**src/rtl/msi_cache_ctrl_if.sv**
```systemverilog
// Processor-side and coherence-bus-side signals of one MSI cache controller.
// The controller uses the slave view; the processor/bus environment the master view.
interface msi_cache_ctrl_if #(
  parameter int unsigned ADDR_SIZE       = 32,
  parameter int unsigned CACHE_LINE_SIZE = 128
);
  // processor request/response
  logic                       pr_rd_i;
  logic                       pr_wr_i;
  logic [ADDR_SIZE-1:0]       pr_addr_i;
  logic [CACHE_LINE_SIZE-1:0] pr_wdata_i;
  logic [CACHE_LINE_SIZE-1:0] pr_rdata_o;
  logic                       pr_done_o;
  // requester side of the shared bus
  logic                       bus_req_o;
  logic                       bus_gnt_i;
  logic [1:0]                 bus_msg_o;
  logic [ADDR_SIZE-1:0]       bus_addr_o;
  // snooper side of the shared bus
  logic                       bus_valid_i;
  logic [1:0]                 bus_msg_i;
  logic [ADDR_SIZE-1:0]       bus_addr_i;
  logic [CACHE_LINE_SIZE-1:0] bus_data_i;
  logic                       flush_o;
  logic [CACHE_LINE_SIZE-1:0] flush_data_o;

  modport master (
    output pr_rd_i, pr_wr_i, pr_addr_i, pr_wdata_i,
    input  pr_rdata_o, pr_done_o,
    input  bus_req_o, bus_msg_o, bus_addr_o,
    output bus_gnt_i, bus_valid_i, bus_msg_i, bus_addr_i, bus_data_i,
    input  flush_o, flush_data_o
  );

  modport slave (
    input  pr_rd_i, pr_wr_i, pr_addr_i, pr_wdata_i,
    output pr_rdata_o, pr_done_o,
    output bus_req_o, bus_msg_o, bus_addr_o,
    input  bus_gnt_i, bus_valid_i, bus_msg_i, bus_addr_i, bus_data_i,
    output flush_o, flush_data_o
  );
endinterface

```
**src/rtl/msi_cache_ctrl.sv**
```systemverilog
// Per-processor MSI snoopy cache controller. Direct-mapped array of
// NUM_LINES lines; serves processor line reads/writes, requests the shared
// bus on misses, upgrades and dirty evictions, and snoops other caches'
// granted transactions to downgrade/invalidate and flush Modified lines.
module msi_cache_ctrl #(
  parameter int unsigned NUM_LINES       = 2,
  parameter int unsigned ADDR_SIZE       = 32,
  parameter int unsigned CACHE_LINE_SIZE = 128
) (
  input  logic           clk_i,
  input  logic           rst_ni,
  msi_cache_ctrl_if.slave cif
);

  localparam int unsigned IDX_W = $clog2(NUM_LINES);
  localparam int unsigned TAG_W = ADDR_SIZE - IDX_W;

  typedef enum logic [1:0] {
    LS_I = 2'd0,
    LS_S = 2'd1,
    LS_M = 2'd2
  } line_state_e;

  typedef enum logic [1:0] {
    BUS_RD   = 2'b00,
    BUS_RDX  = 2'b01,
    BUS_UPGR = 2'b10,
    BUS_WB   = 2'b11
  } bus_msg_e;

  typedef enum logic [1:0] {
    ST_IDLE,
    ST_WB,
    ST_MISS,
    ST_DONE
  } fsm_e;

  // line array
  line_state_e                st_q   [NUM_LINES];
  logic [TAG_W-1:0]           tag_q  [NUM_LINES];
  logic [CACHE_LINE_SIZE-1:0] data_q [NUM_LINES];

  // controller state
  fsm_e                       fsm_q,   fsm_d;
  bus_msg_e                   msg_q,   msg_d;
  logic [CACHE_LINE_SIZE-1:0] rdata_q, rdata_d;

  // processor address split
  logic [IDX_W-1:0] pr_idx;
  logic [TAG_W-1:0] pr_tag;
  logic             pr_hit;

  // snooped address split
  logic [IDX_W-1:0] snp_idx;
  logic [TAG_W-1:0] snp_tag;
  logic             snp_act;
  logic             snp_hit;

  // line update from the processor side
  logic                       ln_we;
  line_state_e                ln_state;
  logic [TAG_W-1:0]           ln_tag;
  logic [CACHE_LINE_SIZE-1:0] ln_data;

  // line state update from the snoop side
  logic        snp_we;
  line_state_e snp_state;
  logic        snp_flush;

  // registered-output staging
  logic                       bus_req;
  bus_msg_e                   bus_msg;
  logic [ADDR_SIZE-1:0]       bus_addr;
  logic                       pr_done;
  logic [CACHE_LINE_SIZE-1:0] pr_rdata;
  logic                       wb_flush;

  assign pr_idx  = cif.pr_addr_i[IDX_W-1:0];
  assign pr_tag  = cif.pr_addr_i[ADDR_SIZE-1:IDX_W];
  assign pr_hit  = (st_q[pr_idx] != LS_I) && (tag_q[pr_idx] == pr_tag);

  assign snp_idx = cif.bus_addr_i[IDX_W-1:0];
  assign snp_tag = cif.bus_addr_i[ADDR_SIZE-1:IDX_W];
  // our own granted transaction is never snooped
  assign snp_act = cif.bus_valid_i && !cif.bus_gnt_i;
  assign snp_hit = snp_act && (st_q[snp_idx] != LS_I) && (tag_q[snp_idx] == snp_tag);

  // snoop response: MSI downgrade/invalidate and combinational flush
  always_comb begin
    snp_we    = 1'b0;
    snp_state = st_q[snp_idx];
    snp_flush = 1'b0;
    if (snp_hit) begin
      case (cif.bus_msg_i)
        BUS_RD: begin
          if (st_q[snp_idx] == LS_M) begin
            snp_flush = 1'b1;
            snp_we    = 1'b1;
            snp_state = LS_S;
          end
        end
        BUS_RDX: begin
          snp_flush = (st_q[snp_idx] == LS_M);
          snp_we    = 1'b1;
          snp_state = LS_I;
        end
        BUS_UPGR: begin
          if (st_q[snp_idx] == LS_S) begin
            snp_we    = 1'b1;
            snp_state = LS_I;
          end
        end
        default: ;
      endcase
    end
  end

  // request FSM next state, bus request outputs and processor-side line update
  always_comb begin
    fsm_d    = fsm_q;
    msg_d    = msg_q;
    rdata_d  = rdata_q;
    ln_we    = 1'b0;
    ln_state = st_q[pr_idx];
    ln_tag   = tag_q[pr_idx];
    ln_data  = data_q[pr_idx];
    bus_req  = 1'b0;
    bus_msg  = BUS_RD;
    bus_addr = '0;
    pr_done  = 1'b0;
    pr_rdata = '0;
    wb_flush = 1'b0;
    case (fsm_q)
      ST_IDLE: begin
        // a same-index snoop this cycle postpones the lookup by one cycle
        if ((cif.pr_rd_i || cif.pr_wr_i) && !(snp_act && (snp_idx == pr_idx))) begin
          if (pr_hit && cif.pr_rd_i) begin
            rdata_d = data_q[pr_idx];
            fsm_d   = ST_DONE;
          end else if (pr_hit && (st_q[pr_idx] == LS_M)) begin
            ln_we    = 1'b1;
            ln_state = LS_M;
            ln_data  = cif.pr_wdata_i;
            fsm_d    = ST_DONE;
          end else if (pr_hit) begin
            msg_d = BUS_UPGR;
            fsm_d = ST_MISS;
          end else begin
            msg_d = cif.pr_rd_i ? BUS_RD : BUS_RDX;
            fsm_d = (st_q[pr_idx] == LS_M) ? ST_WB : ST_MISS;
          end
        end
      end
      ST_WB: begin
        bus_req  = 1'b1;
        bus_msg  = BUS_WB;
        bus_addr = {tag_q[pr_idx], pr_idx};
        wb_flush = 1'b1;
        // a snoop may already have taken the victim out of M; then no write-back is owed
        if (st_q[pr_idx] != LS_M) begin
          fsm_d = ST_MISS;
        end else if (cif.bus_gnt_i) begin
          ln_we    = 1'b1;
          ln_state = LS_I;
          fsm_d    = ST_MISS;
        end
      end
      ST_MISS: begin
        bus_req  = 1'b1;
        bus_msg  = msg_q;
        bus_addr = cif.pr_addr_i;
        // an upgrade whose S copy was invalidated must fetch ownership with data
        if ((msg_q == BUS_UPGR) && snp_we && (snp_state == LS_I) && (snp_idx == pr_idx)) begin
          msg_d = BUS_RDX;
        end
        if (cif.bus_gnt_i) begin
          ln_we  = 1'b1;
          ln_tag = pr_tag;
          if (msg_q == BUS_RD) begin
            ln_state = LS_S;
            ln_data  = cif.bus_data_i;
            rdata_d  = cif.bus_data_i;
          end else begin
            ln_state = LS_M;
            ln_data  = cif.pr_wdata_i;
          end
          fsm_d = ST_DONE;
        end
      end
      ST_DONE: begin
        pr_done  = 1'b1;
        pr_rdata = cif.pr_rd_i ? rdata_q : '0;
        fsm_d    = ST_IDLE;
      end
      default: fsm_d = ST_IDLE;
    endcase
  end

  assign cif.bus_req_o    = bus_req;
  assign cif.bus_msg_o    = bus_msg;
  assign cif.bus_addr_o   = bus_addr;
  assign cif.pr_done_o    = pr_done;
  assign cif.pr_rdata_o   = pr_rdata;
  assign cif.flush_o      = wb_flush || snp_flush;
  assign cif.flush_data_o = snp_flush ? data_q[snp_idx] :
                            wb_flush  ? data_q[pr_idx]  : '0;

  // FSM state, pending bus message and latched read data
  always_ff @(posedge clk_i or negedge rst_ni) begin
    if (!rst_ni) begin
      fsm_q   <= ST_IDLE;
      msg_q   <= BUS_RD;
      rdata_q <= '0;
    end else begin
      fsm_q   <= fsm_d;
      msg_q   <= msg_d;
      rdata_q <= rdata_d;
    end
  end

  // line array: snoop updates and processor-side updates never target the
  // same line in one cycle (grant cycles are not snooped, lookups yield to snoops)
  always_ff @(posedge clk_i or negedge rst_ni) begin
    if (!rst_ni) begin
      for (int unsigned i = 0; i < NUM_LINES; i++) begin
        st_q[i]   <= LS_I;
        tag_q[i]  <= '0;
        data_q[i] <= '0;
      end
    end else begin
      if (snp_we) begin
        st_q[snp_idx] <= snp_state;
      end
      if (ln_we) begin
        st_q[pr_idx]   <= ln_state;
        tag_q[pr_idx]  <= ln_tag;
        data_q[pr_idx] <= ln_data;
      end
    end
  end

endmodule

```
**src/flat_wrapper.sv**
```systemverilog
// flat-port wrapper written by rule: the top's interface ports become plain ports
module msi_cache_ctrl_flat 
#(
  parameter int unsigned NUM_LINES       = 2,
  parameter int unsigned ADDR_SIZE       = 32,
  parameter int unsigned CACHE_LINE_SIZE = 128
)
  (clk_i, rst_ni, cif_pr_rd_i, cif_pr_wr_i, cif_pr_addr_i, cif_pr_wdata_i, cif_pr_rdata_o, cif_pr_done_o, cif_bus_req_o, cif_bus_msg_o, cif_bus_addr_o, cif_bus_gnt_i, cif_bus_valid_i, cif_bus_msg_i, cif_bus_addr_i, cif_bus_data_i, cif_flush_o, cif_flush_data_o);
  msi_cache_ctrl_if #(.ADDR_SIZE(ADDR_SIZE), .CACHE_LINE_SIZE(CACHE_LINE_SIZE)) cif_i ();
  input  logic clk_i;
  input  logic rst_ni;
  input wire logic [$bits(cif_i.pr_rd_i)-1:0] cif_pr_rd_i;
  input wire logic [$bits(cif_i.pr_wr_i)-1:0] cif_pr_wr_i;
  input wire logic [$bits(cif_i.pr_addr_i)-1:0] cif_pr_addr_i;
  input wire logic [$bits(cif_i.pr_wdata_i)-1:0] cif_pr_wdata_i;
  output wire logic [$bits(cif_i.pr_rdata_o)-1:0] cif_pr_rdata_o;
  output wire logic [$bits(cif_i.pr_done_o)-1:0] cif_pr_done_o;
  output wire logic [$bits(cif_i.bus_req_o)-1:0] cif_bus_req_o;
  output wire logic [$bits(cif_i.bus_msg_o)-1:0] cif_bus_msg_o;
  output wire logic [$bits(cif_i.bus_addr_o)-1:0] cif_bus_addr_o;
  input wire logic [$bits(cif_i.bus_gnt_i)-1:0] cif_bus_gnt_i;
  input wire logic [$bits(cif_i.bus_valid_i)-1:0] cif_bus_valid_i;
  input wire logic [$bits(cif_i.bus_msg_i)-1:0] cif_bus_msg_i;
  input wire logic [$bits(cif_i.bus_addr_i)-1:0] cif_bus_addr_i;
  input wire logic [$bits(cif_i.bus_data_i)-1:0] cif_bus_data_i;
  output wire logic [$bits(cif_i.flush_o)-1:0] cif_flush_o;
  output wire logic [$bits(cif_i.flush_data_o)-1:0] cif_flush_data_o;
  assign cif_i.pr_rd_i = cif_pr_rd_i;
  assign cif_i.pr_wr_i = cif_pr_wr_i;
  assign cif_i.pr_addr_i = cif_pr_addr_i;
  assign cif_i.pr_wdata_i = cif_pr_wdata_i;
  assign cif_pr_rdata_o = cif_i.pr_rdata_o;
  assign cif_pr_done_o = cif_i.pr_done_o;
  assign cif_bus_req_o = cif_i.bus_req_o;
  assign cif_bus_msg_o = cif_i.bus_msg_o;
  assign cif_bus_addr_o = cif_i.bus_addr_o;
  assign cif_i.bus_gnt_i = cif_bus_gnt_i;
  assign cif_i.bus_valid_i = cif_bus_valid_i;
  assign cif_i.bus_msg_i = cif_bus_msg_i;
  assign cif_i.bus_addr_i = cif_bus_addr_i;
  assign cif_i.bus_data_i = cif_bus_data_i;
  assign cif_flush_o = cif_i.flush_o;
  assign cif_flush_data_o = cif_i.flush_data_o;
  msi_cache_ctrl #(.NUM_LINES(NUM_LINES), .ADDR_SIZE(ADDR_SIZE), .CACHE_LINE_SIZE(CACHE_LINE_SIZE)) u_core (.clk_i(clk_i), .rst_ni(rst_ni), .cif(cif_i));
endmodule
```
**config.mk**
```make
export PLATFORM = sky130hd
export DESIGN_NAME = msi_cache_ctrl_flat
export DESIGN_NICKNAME = d
export VERILOG_FILES = /design/src/rtl/msi_cache_ctrl_if.sv /design/src/rtl/msi_cache_ctrl.sv /design/src/flat_wrapper.sv
export SDC_FILE = /design/constraint.sdc
export NUM_CORES = 2
export LEC_CHECK = 0
export BUFFER_PORTS_ARGS = -buffer_cell sky130_fd_sc_hd__buf_2
export CAP_MARGIN = 20
export CORE_ASPECT_RATIO = 0.8
export CORE_MARGIN = 1.5
export CORE_UTILIZATION = 28
export CTS_CLUSTER_SIZE = 25
export DETAILED_ROUTE_END_ITERATION = 7
export HOLD_SLACK_MARGIN = 0.1
export PLACE_DENSITY_LB_ADDON = 0.12
export SYNTH_ARGS = -nofsm -noshare
export SYNTH_HDL_FRONTEND = slang
export SYNTH_SLANG_ARGS = --single-unit
```
**constraint.sdc**
```tcl
create_clock -name clk_i -period 4.8 [get_ports clk_i]
set_clock_uncertainty 0.2 [all_clocks]
set_input_delay 0.72 -clock clk_i [delete_from_list [all_inputs] [get_ports clk_i]]
set_output_delay 0.72 -clock clk_i [all_outputs]
set_load 0.01 [all_outputs]
```
==> out/metrics.cfg <==
[run_status]
outcome=complete, no violations

[sta]
worst_max_slew_pin_slew_ns=0.9962
fmax_mhz=217.4
final_period_minus_worst_setup_slack_ns=4.600
hold_violations=0
layout_worst_path_cycle_share_pct=95.84
slew_violations=0
worst_slew_margin_rel_pct=33.59
finalSetupViolCount=0
rsz0062_at_grt=no
tns_ns=0

[pwr]
vdd_ir_drop_max_mv=0.4030
finalPower_w=0.02442
leakagePower_nw=17.86
power-per-cell-area_mw_per_mm2=652.8

[critical_path]
critPathMaxFanout=91
end_kind=output pin
required_ns=3.88
ff2ff_setup_slack_ns=1.13
startpoint=cif_bus_addr_i[0]
startpoint_type=input port
reg2regPathDepth=8
worstSetupPathType=input port to output pin
worst_ep_arrival_time_ns=3.68
r2r-start=u_core.fsm_q[0]

[final_layout]
final.fill_count=11710
final_net_count=4259
finalInstanceArea_sq_mm=0.03740
layout-drive-gt1-share_pct=26.40
syn2layout_area_growth_pct=20.39

[detailed_routing]
drt_first_pass_iters=6
detail-route-antenna-nets=0
num_vias=28600
route.detailed.vias_per_inst=5.271
drc_errors=0
dr.first_iter.drc_count=1662
routed_wire_length_per_instance_um=23.46
wirelength_um=127300

[clocking]
cts_post_setup_buffers_inserted=0
source_to_sink_clock_delay_at_the_later_pin_of_the_worst_skew_pair_ns=0.63
cts-root-to-sink-buffers=3
total_cts_buffers=58
clock_root_cell=sky130_fd_sc_hd__clkbuf_16
cts_tree=done
htree_num_levels=2
clock-sinks=454
clk_pin_slew_worst_paths_ns=0.06

[floorplan]
core_area_sq_mm=0.1102
placementRows=109
dieWidth_um=375.4
io-pin-count=621
initial_core_util_pct=28.19
fp.dieArea_sq_mm=0.1130
fp.dieH_um=300.9

[global_route]
initial_antenna_violation_count=27
pin_count_of_the_biggest_net_entering_global_routing=183
global_route.usage.total_pct=21.86
grt_first_pass_wirelength_um=190100
gr-total-overflow=0
grt_pass1_vias=28230

[yosys]
synth_edf_count=0
synthArstFlopShare_pct=100.0
synthesis.nets=3856
synthesis.area_sq_mm=0.03107
post_synth.cell_area_avg_sq_um=8.818
synth_cells=3523
yosysWarningCount=0
ys_types=60
post_synthesis_sequential_area_ratio_pct=36.57
yosys_most_used_dff=sky130_fd_sc_hd__dfrtp_1
synth.ff_latch_count=454

[min_path]
worstHoldPathCells=3
worst_hold_startpoint=cif_bus_data_i[95]
worst_hold_path_type=input port to flip-flop

[placed_design]
post_dp_cell_area_sq_mm=0.03534
dp.final_hpwl_um=83090
numPortBuffers=620
finalWeightedCongestion=0.8110

[run]
drv_cap=0

[final timing paths]
kind	end
worst max-delay path	cif_flush_data_o[56]
worst min-delay path	u_core.rdata_q[95]
worst max register to register	u_core.rdata_q[5]
worst min register to register	u_core.rdata_q[34]
max in group asynchronous	u_core.rdata_q[44]
min in group asynchronous	u_core.rdata_q[125]
[metrics by stage]
| stage | cells | utilization (%) | hold WS [ns] | setup WS, ns |
|---|---|---|---|---|
| CTS | 5416 | 33.92 | 0.1139 | 0.1318 |
| floorplan | 3523 | - | 0.2244 | 0.8065 |
| global placement | 5308 | 32.07 | 0.2574 | 0.1690 |
| finish | 5426 | 33.94 | 0.1831 | 0.1996 |
| global route | 5424 | 33.94 | 0.1584 | 0.01172 |
| detailed placement | 5308 | 32.07 | 0.2630 | 0.1389 |
[registers in the layout (all words and copies together) (netlist names)]
| register | cells |
|---|---|
| u_core.data_q | 256 |
| u_core.rdata_q | 128 |
| u_core.tag_q | 62 |
| u_core.st_q | 4 |
| u_core.fsm_q | 2 |
| u_core.msg_q | 2 |
[worst max-delay path, cell delays in order]
cell	delay (ns)
sky130_fd_sc_hd__buf_8	0.33
sky130_fd_sc_hd__mux2i_1	0.29
sky130_fd_sc_hd__xnor2_1	0.08
sky130_fd_sc_hd__nor4_1	0.41
sky130_fd_sc_hd__nand4_1	0.33
sky130_fd_sc_hd__nor3_2	0.27
sky130_fd_sc_hd__nand3b_1	0.22
sky130_fd_sc_hd__buf_12	0.29
sky130_fd_sc_hd__o21ai_0	0.40
sky130_fd_sc_hd__buf_2	0.21
[layout make-up]
cell class / instances / area [sq um] / share of cell area [%]
sequential: 454 / 11360 / 30.38
tap: 1443 / 1805 / 4.827
clock buffer: 93 / 1877 / 5.018
timing repair buffer: 696 / 4034 / 10.79
multi-input combinational: 2708 / 18120 / 48.45
inverter: 8 / 30.03 / 0.08029
clock inverter: 14 / 147.6 / 0.3947
antenna: 10 / 25.02 / 0.06691
[Yosys cell counts (3+ instances only)]
cell type / n / area share [%]
sky130_fd_sc_hd__buf_6: 29 / 1.1
sky130_fd_sc_hd__a311oi_2: 30 / 1.4
sky130_fd_sc_hd__o21ai_0: 259 / 4.2
sky130_fd_sc_hd__and3_1: 255 / 5.1
sky130_fd_sc_hd__mux2i_1: 441 / 14
sky130_fd_sc_hd__buf_2: 83 / 1.3
sky130_fd_sc_hd__a22oi_1: 11 / 0.27
sky130_fd_sc_hd__inv_1: 8 / 0.097
sky130_fd_sc_hd__nor2_1: 274 / 3.3
sky130_fd_sc_hd__clkbuf_1: 214 / 2.6
sky130_fd_sc_hd__a21oi_1: 267 / 4.3
sky130_fd_sc_hd__buf_4: 3 / 0.072
sky130_fd_sc_hd__nand3b_1: 3 / 0.072
sky130_fd_sc_hd__nor4_1: 12 / 0.24
sky130_fd_sc_hd__nand3_1: 130 / 2.1
sky130_fd_sc_hd__nor4_2: 6 / 0.24
sky130_fd_sc_hd__o22ai_1: 128 / 2.6
sky130_fd_sc_hd__dfrtp_1: 454 / 37
sky130_fd_sc_hd__nand2b_1: 3 / 0.060
sky130_fd_sc_hd__buf_1: 24 / 0.29
sky130_fd_sc_hd__o21ai_1: 155 / 2.5
sky130_fd_sc_hd__xnor2_1: 54 / 1.5
sky130_fd_sc_hd__ha_1: 5 / 0.20
sky130_fd_sc_hd__nor2b_1: 11 / 0.22
sky130_fd_sc_hd__xor2_1: 9 / 0.25
sky130_fd_sc_hd__a311oi_1: 98 / 2.8
sky130_fd_sc_hd__nor3_1: 4 / 0.064
sky130_fd_sc_hd__and2_1: 25 / 0.50
sky130_fd_sc_hd__nand2_1: 293 / 3.5
sky130_fd_sc_hd__mux2_2: 198 / 7.2
[per-layer routing]
metal	wire length, um	vias up	track usage, %
met5	203	-	0
met4	2989	32	5.552
met3	6025	182	3.701
met2	57410	685	34.55
met1	60690	14030	30.82
li1	-	13680	-
[cell families (layout without fill, tap and decap cells)]
logic type	after synthesis	in the layout	share of synthesized area (%)
buffers and inverters	361	811	5.433
AND/OR/NAND/NOR	1033	1033	16.05
adder cells (fa/ha/maj)	5	5	0.2014
AO/OA/AOI/OAI	965	965	18.47
flip-flops	454	454	36.57
other	0	10	0
XOR/XNOR	63	63	1.776
multiplexers	642	642	21.50
[repair_timing]
item | in CTS | in global routing
gates resized for setup | 0 | 2
hold buffers | 1 | 0
endpoints found under the hold margin | 76 | 0
endpoints found under the setup margin | 0 | 3
[placed cells by master (no fill, tap or decap), types with 4 or more instances in the layout]
cell type / Yosys / routed
sky130_fd_sc_hd__a21oi_1: 267 / 266
sky130_fd_sc_hd__a22oi_1: 11 / 11
sky130_fd_sc_hd__a311oi_1: 98 / 98
sky130_fd_sc_hd__a311oi_2: 30 / 30
sky130_fd_sc_hd__and2_1: 25 / 25
sky130_fd_sc_hd__and3_1: 255 / 255
sky130_fd_sc_hd__buf_12: 0 / 26
sky130_fd_sc_hd__buf_2: 83 / 616
sky130_fd_sc_hd__buf_4: 3 / 50
sky130_fd_sc_hd__clkbuf_1: 214 / 9
sky130_fd_sc_hd__clkbuf_16: 0 / 61
sky130_fd_sc_hd__clkbuf_8: 0 / 23
sky130_fd_sc_hd__clkinv_2: 0 / 10
sky130_fd_sc_hd__dfrtp_1: 454 / 454
sky130_fd_sc_hd__diode_2: 0 / 10
sky130_fd_sc_hd__ha_4: 0 / 4
sky130_fd_sc_hd__inv_1: 8 / 8
sky130_fd_sc_hd__mux2_2: 198 / 198
sky130_fd_sc_hd__mux2i_1: 441 / 441
sky130_fd_sc_hd__nand2_1: 293 / 291
sky130_fd_sc_hd__nand3_1: 130 / 130
sky130_fd_sc_hd__nor2_1: 274 / 273
sky130_fd_sc_hd__nor2b_1: 11 / 11
sky130_fd_sc_hd__nor4_1: 12 / 12
sky130_fd_sc_hd__nor4_2: 6 / 6
sky130_fd_sc_hd__o21ai_0: 259 / 257
sky130_fd_sc_hd__o21ai_1: 155 / 157
sky130_fd_sc_hd__o22ai_1: 128 / 128
sky130_fd_sc_hd__xnor2_1: 54 / 54
sky130_fd_sc_hd__xor2_1: 9 / 9
[power by group]
group / switching, W / internal, W
sequential: 0.00155 / 0.00571
combinational: 0.00755 / 0.00495
clock: 0.00185 / 0.00281
total: 0.0109 / 0.0135
Power figures use the tool's default switching activity.
